--- config.mk ---
export PLATFORM = sky130hd
export DESIGN_NAME = count_op_sequencer
export DESIGN_NICKNAME = d
export VERILOG_FILES = /design/src/rtl/count_op_sequencer.sv
export SDC_FILE = /design/constraint.sdc
export NUM_CORES = 1
export LEC_CHECK = 0
export ABC_AREA = 1
export CAP_MARGIN = 25
export CORE_MARGIN = 2
export CORE_UTILIZATION = 60
export CTS_CLUSTER_DIAMETER = 80
export DETAILED_ROUTE_END_ITERATION = 16
export PLACE_DENSITY = 0.82
export SKIP_LAST_GASP = 1
export SLEW_MARGIN = 20
export SYNTH_ARGS = -nofsm -noshare
export SYNTH_HDL_FRONTEND = slang
export SYNTH_SLANG_ARGS = --single-unit
--- constraint.sdc ---
create_clock -name CLK -period 4.7 [get_ports CLK]
set_input_delay 0.94 -clock CLK [delete_from_list [all_inputs] [get_ports CLK]]
set_output_delay 0.94 -clock CLK [all_outputs]
set_load 0.005 [all_outputs]
--- src/rtl/count_op_sequencer.sv ---
// Programmable op scheduler for the BCD counter datapath: replays a small
// {op, repeat} program as one-cycle op strobes, paced by a tick divider or single steps.
module count_op_sequencer #(
   parameter int DEPTH    = 8,
   parameter int PTR_W    = 3,
   parameter int TICK_DIV = 50000000,
   parameter int DIV_W    = 26
) (
   input  logic             CLK,
   input  logic             reset,
   input  logic             wr_en,
   input  logic [PTR_W-1:0] wr_addr,
   input  logic [1:0]       wr_op,
   input  logic [3:0]       wr_rep,
   input  logic             start,
   input  logic             stop,
   input  logic             step_mode,
   input  logic             step_req,
   input  logic             loop_en,
   input  logic             halt_en,
   input  logic [3:0]       halt_value,
   input  logic [3:0]       count_in,
   output logic [1:0]       op,
   output logic             op_valid,
   output logic             busy,
   output logic             done,
   output logic             halted,
   output logic [PTR_W-1:0] pc,
   output logic [3:0]       rep_left
);

   typedef enum logic [2:0] {
      S_IDLE, S_FETCH, S_WAIT_TICK, S_ISSUE, S_DONE, S_HALT
   } state_t;

   typedef struct packed {
      logic [1:0] op;
      logic [3:0] rep;
   } entry_t;

   localparam logic [DIV_W-1:0] TICK_LAST = DIV_W'(TICK_DIV - 1);
   localparam logic [PTR_W-1:0] PC_LAST   = PTR_W'(DEPTH - 1);

   state_t           state_q, state_d;
   entry_t           prog_q [DEPTH];
   entry_t           prog_d [DEPTH];
   logic [PTR_W-1:0] pc_q, pc_d;
   logic [3:0]       rep_left_q, rep_left_d;
   logic [DIV_W-1:0] tick_q, tick_d;
   logic [1:0]       op_q, op_d;
   entry_t           cur;
   logic             editable;

   assign cur      = prog_q[pc_q];
   assign editable = (state_q == S_IDLE) || (state_q == S_DONE) || (state_q == S_HALT);

   // The program can only change while nothing is executing from it.
   always_comb begin
      prog_d = prog_q;
      if (wr_en && editable) begin
         prog_d[wr_addr] = '{op: wr_op, rep: wr_rep};
      end
   end

   always_comb begin
      state_d    = state_q;
      pc_d       = pc_q;
      rep_left_d = rep_left_q;
      tick_d     = tick_q;
      op_d       = op_q;
      if (stop) begin
         if (state_q != S_IDLE) state_d = S_IDLE;
      end else begin
         case (state_q)
            S_IDLE, S_DONE, S_HALT: begin
               if (start) begin
                  state_d = S_FETCH;
                  pc_d    = '0;
               end
            end
            S_FETCH: begin
               if (cur.rep != 4'd0) begin
                  rep_left_d = cur.rep;
                  tick_d     = '0;
                  state_d    = S_WAIT_TICK;
               end else if (loop_en && (pc_q != '0)) begin
                  pc_d = '0;
               end else begin
                  state_d = S_DONE;
               end
            end
            S_WAIT_TICK: begin
               // op is loaded on entry to ISSUE so it is valid with the strobe and held after.
               if (halt_en && (count_in == halt_value)) begin
                  state_d = S_HALT;
               end else if (step_mode) begin
                  tick_d = '0;
                  if (step_req) begin
                     state_d = S_ISSUE;
                     op_d    = cur.op;
                  end
               end else if (tick_q == TICK_LAST) begin
                  state_d = S_ISSUE;
                  op_d    = cur.op;
               end else begin
                  tick_d = tick_q + DIV_W'(1);
               end
            end
            S_ISSUE: begin
               rep_left_d = rep_left_q - 4'd1;
               if (rep_left_q > 4'd1) begin
                  tick_d  = '0;
                  state_d = S_WAIT_TICK;
               end else if (pc_q == PC_LAST) begin
                  if (loop_en) begin
                     pc_d    = '0;
                     state_d = S_FETCH;
                  end else begin
                     state_d = S_DONE;
                  end
               end else begin
                  pc_d    = pc_q + PTR_W'(1);
                  state_d = S_FETCH;
               end
            end
            default: state_d = S_IDLE;
         endcase
      end
   end

   always_ff @(posedge CLK) begin
      if (reset) begin
         state_q    <= S_IDLE;
         pc_q       <= '0;
         rep_left_q <= '0;
         tick_q     <= '0;
         op_q       <= '0;
         // NOTE: the program store is reset on purpose; a cleared entry is an end marker.
         for (int i = 0; i < DEPTH; i++) prog_q[i] <= '0;
      end else begin
         state_q    <= state_d;
         pc_q       <= pc_d;
         rep_left_q <= rep_left_d;
         tick_q     <= tick_d;
         op_q       <= op_d;
         prog_q     <= prog_d;
      end
   end

   assign op       = op_q;
   assign op_valid = (state_q == S_ISSUE);
   assign busy     = (state_q == S_FETCH) || (state_q == S_WAIT_TICK) || (state_q == S_ISSUE);
   assign done     = (state_q == S_DONE);
   assign halted   = (state_q == S_HALT);
   assign pc       = pc_q;
   assign rep_left = rep_left_q;

endmodule

==> reports/qor.yml <==
logic_synthesis:
  synth.largest_area_cell: "dfxtp_1"
  yosys_register_bits: 86
  netlist_area_um2: 5060
  syn_nets: 850
  synth_ff_type: "dfxtp_1"
  synth.area.top_cells: "dfxtp_1, nand2_1, nor2_1, nand3_1, o21ai_0"
  postSynthAreaPerCell_um2: 6.19
  yosys_warnings: 0
  synth_edf_count: 0
  synth-seq-area-share_pct: 34.0
  ys_types: 35
  synthCells: 818
  synth_top_area_share_pct: 34.0
  async_flop_share_pct: 0
run_status:
  outcome: "completed"
cells_and_area:
  area_growth_pct: 11.6
  nFillCells: 768
  antenna_cells: 0
  nets: 871
  final_core_util_pct: 68.8
  drive_above_1_share_pct: 5.81
floorplan:
  dieArea_um2: 9190
  initial_core_util_pct: 61.6
  die_x_um: 95.9
  rows: 33
  pin_count: 39
  placeableCoreArea_um2: 8220
  die_h_um: 95.9
global_route:
  grt-ovfl-total: 0
  antenna_found_initial: 0
  grt_max_degree: 58
  track_usage_pct: 31.1
  grt_pass1_wl_um: 22300
  grt_pass1_vias: 4720
drt:
  routed_wl_um: 13800
  drc: 0
  wl_per_cell_um: 14.5
  drt-pass1-iter-count: 5
  ant_nets: 0
  vias: 5296
  via_per_inst: 5.58
  drt_iter0_drc: 358
sta:
  setup_violations: 0
  max_freq_ghz: 0.329
  fin_crit_ps: 3040
  finalMaxSlewViolations: 0
  maxSlewHeadroom_pct: 42.6
  hold_viol: 0
  finalSetupTns_ps: 0
  skew_ps: 11.3
  period_share_pct: 64.8
  rsz0062_at_grt: "false"
  worst_slew_pin_slew_ps: 861
clock_network:
  clock_path_buffers: 2
  cts_tree: "built"
  htreeDepth: 3
  ctsHoldBuffers: 0
  numCtsBuffers: 9
  clock-sinks: 86
  cts_setup_buffers: 0
  path_clk_slew_ps: 100
  clk-insertion-delay-late_ps: 370
  post_cts_resized: 0
  cts_root_buffer: "clkbuf_8"
placement:
  io_buffers: 38
  gp_congestion: 0.917
  hpwl_um: 9660
critical_path:
  critPathBufInv: 2
  cp.arrival_ps: 3340
  start_kind: "input port"
  criticalPathCategory: "in2reg"
  crit_chain: "clkdlybuf4s50_1 -> inv_1 -> nand4_1 -> nor2_1 -> nand4_1 -> o21a_2 -> nand2_4 -> o21ai_0 -> nor2_1"
  path_delay_family: "buffers and inverters"
  critPathMaxFanout: 25
  cp_data_required_time_ps: 5000
  worst_setup_path_end_kind: "flip-flop"
  reg2reg_slack_ps: 2080
  crit_slowest_cell: "clkdlybuf4s50_1"
  critPathMaxStageDelay_ps: 580
pwr:
  leakage_nw: 2.13
  ir_drop_mv: 0.239
  power_density_nw_per_um2: 286
flow_run:
  drv_cap: 0
hold_path:
  worstHoldPathType: "reg2reg"
[cell families after synthesis]
logic type | count (synthesis) | share of synthesized area, %
adder cells (fa/ha/maj) | 6 | 1.48
AO/OA/AOI/OAI | 152 | 16.1
XOR/XNOR | 3 | 0.519
buffers and inverters | 135 | 10.9
AND/OR/NAND/NOR | 436 | 37.1
flip-flops | 86 | 34.0
[per-layer routing]
layer / up-vias / track usage (%) / wire length [µm]
li1: 2674 / - / -
met2: 188 / 52.0 / 6640
met4: 0 / 10.6 / 269
met3: 27 / 5.95 / 807
met5: - / 0 / 0
met1: 2407 / 40.1 / 6040
[through the flow]
step                setup slack (ps)  power, W  hold WS [ps]  std cells  cell area, µm²
floorplan                       2530  0.000983           429        818            5060
global placement                1440   0.00106           438        932            5440
detailed placement              1350   0.00107           445        932            5440
CTS                             1700   0.00162           460        948            5640
global route                    1490   0.00169           476        949            5650
finish                          1660   0.00162           456        949            5650
[layout make-up]
type                            count  area (µm²)  share of cell area (%)
Tap cell                          105         131                    2.32
Clock inverter                      6        75.1                    1.33
Multi-Input combinational cell    597        2790                    49.4
Inverter                          103         387                    6.84
Sequential cell                    86        1720                    30.5
Clock buffer                       10         128                    2.26
Timing Repair Buffer               42         418                    7.39
[power breakdown]
part / total, W / switching [W] / leakage (nW) / internal (W)
registers: 0.000774 / 0.0000229 / 0.697 / 0.000751
clock network: 0.000562 / 0.000306 / 0.0998 / 0.000256
logic: 0.000280 / 0.000182 / 1.33 / 0.0000982
total: 0.00162 / 0.000511 / 2.13 / 0.00111
[final timing paths]
kind | startpoint | to | depth (start not counted)
worst max register to register | pc[1] | tick_q[0] | 10
worst min register to register | prog_q[33] | prog_q[33] | 2
worst max-delay path | step_mode | tick_q[0] | 9
worst min-delay path | prog_q[33] | prog_q[33] | 2
[cell usage after synthesis (2+ instances only)]
cell and instances:
nor3_1 13, clkbuf_1 19, a21oi_2 9, a21o_1 2, a21oi_1 58, inv_1 94
o22ai_1 2, nor4_1 3, ha_1 6, o21ai_0 75, nand2_2 3, nand2_1 174
nand3_1 85, buf_4 4, nor2_2 3, buf_2 5, a31oi_1 4, nand4_1 9
xor2_1 2, nand2_4 2, clkinv_1 4, dfxtp_1 86, nor2_1 138, inv_2 5
buf_6 3
[state kept, by name, summed over array words and instances (netlist names)]
signal	count
rep_left	4
prog_q	48
tick_q	26
state_q	3
op	2
pc	3
[cells in the final DEF (no fill, tap or decap), types with 4 or more instances in the layout]
cell type        netlist  layout
inv_1                 94      94
a31oi_1                4       4
ha_1                   6       6
nor3_1                13      13
nand2_1              174     174
nand4_1                9       9
dfxtp_1               86      86
nand3_1               85      85
clkdlybuf4s50_1        0      38
clkinv_1               4       4
a21oi_2                9       9
inv_2                  5       5
o21ai_0               75      75
nor2_1               138     138
clkbuf_8               0       9
a21oi_1               58      58
[worst reg2reg max path, delay by kind of cell, from the launching register on]
family	cells	cell delay, ps
AO/OA/AOI/OAI	1	130
AND/OR/NAND/NOR	8	1270
flip-flops	1	900
buffers and inverters	1	260
Power figures use the tool's default switching activity.
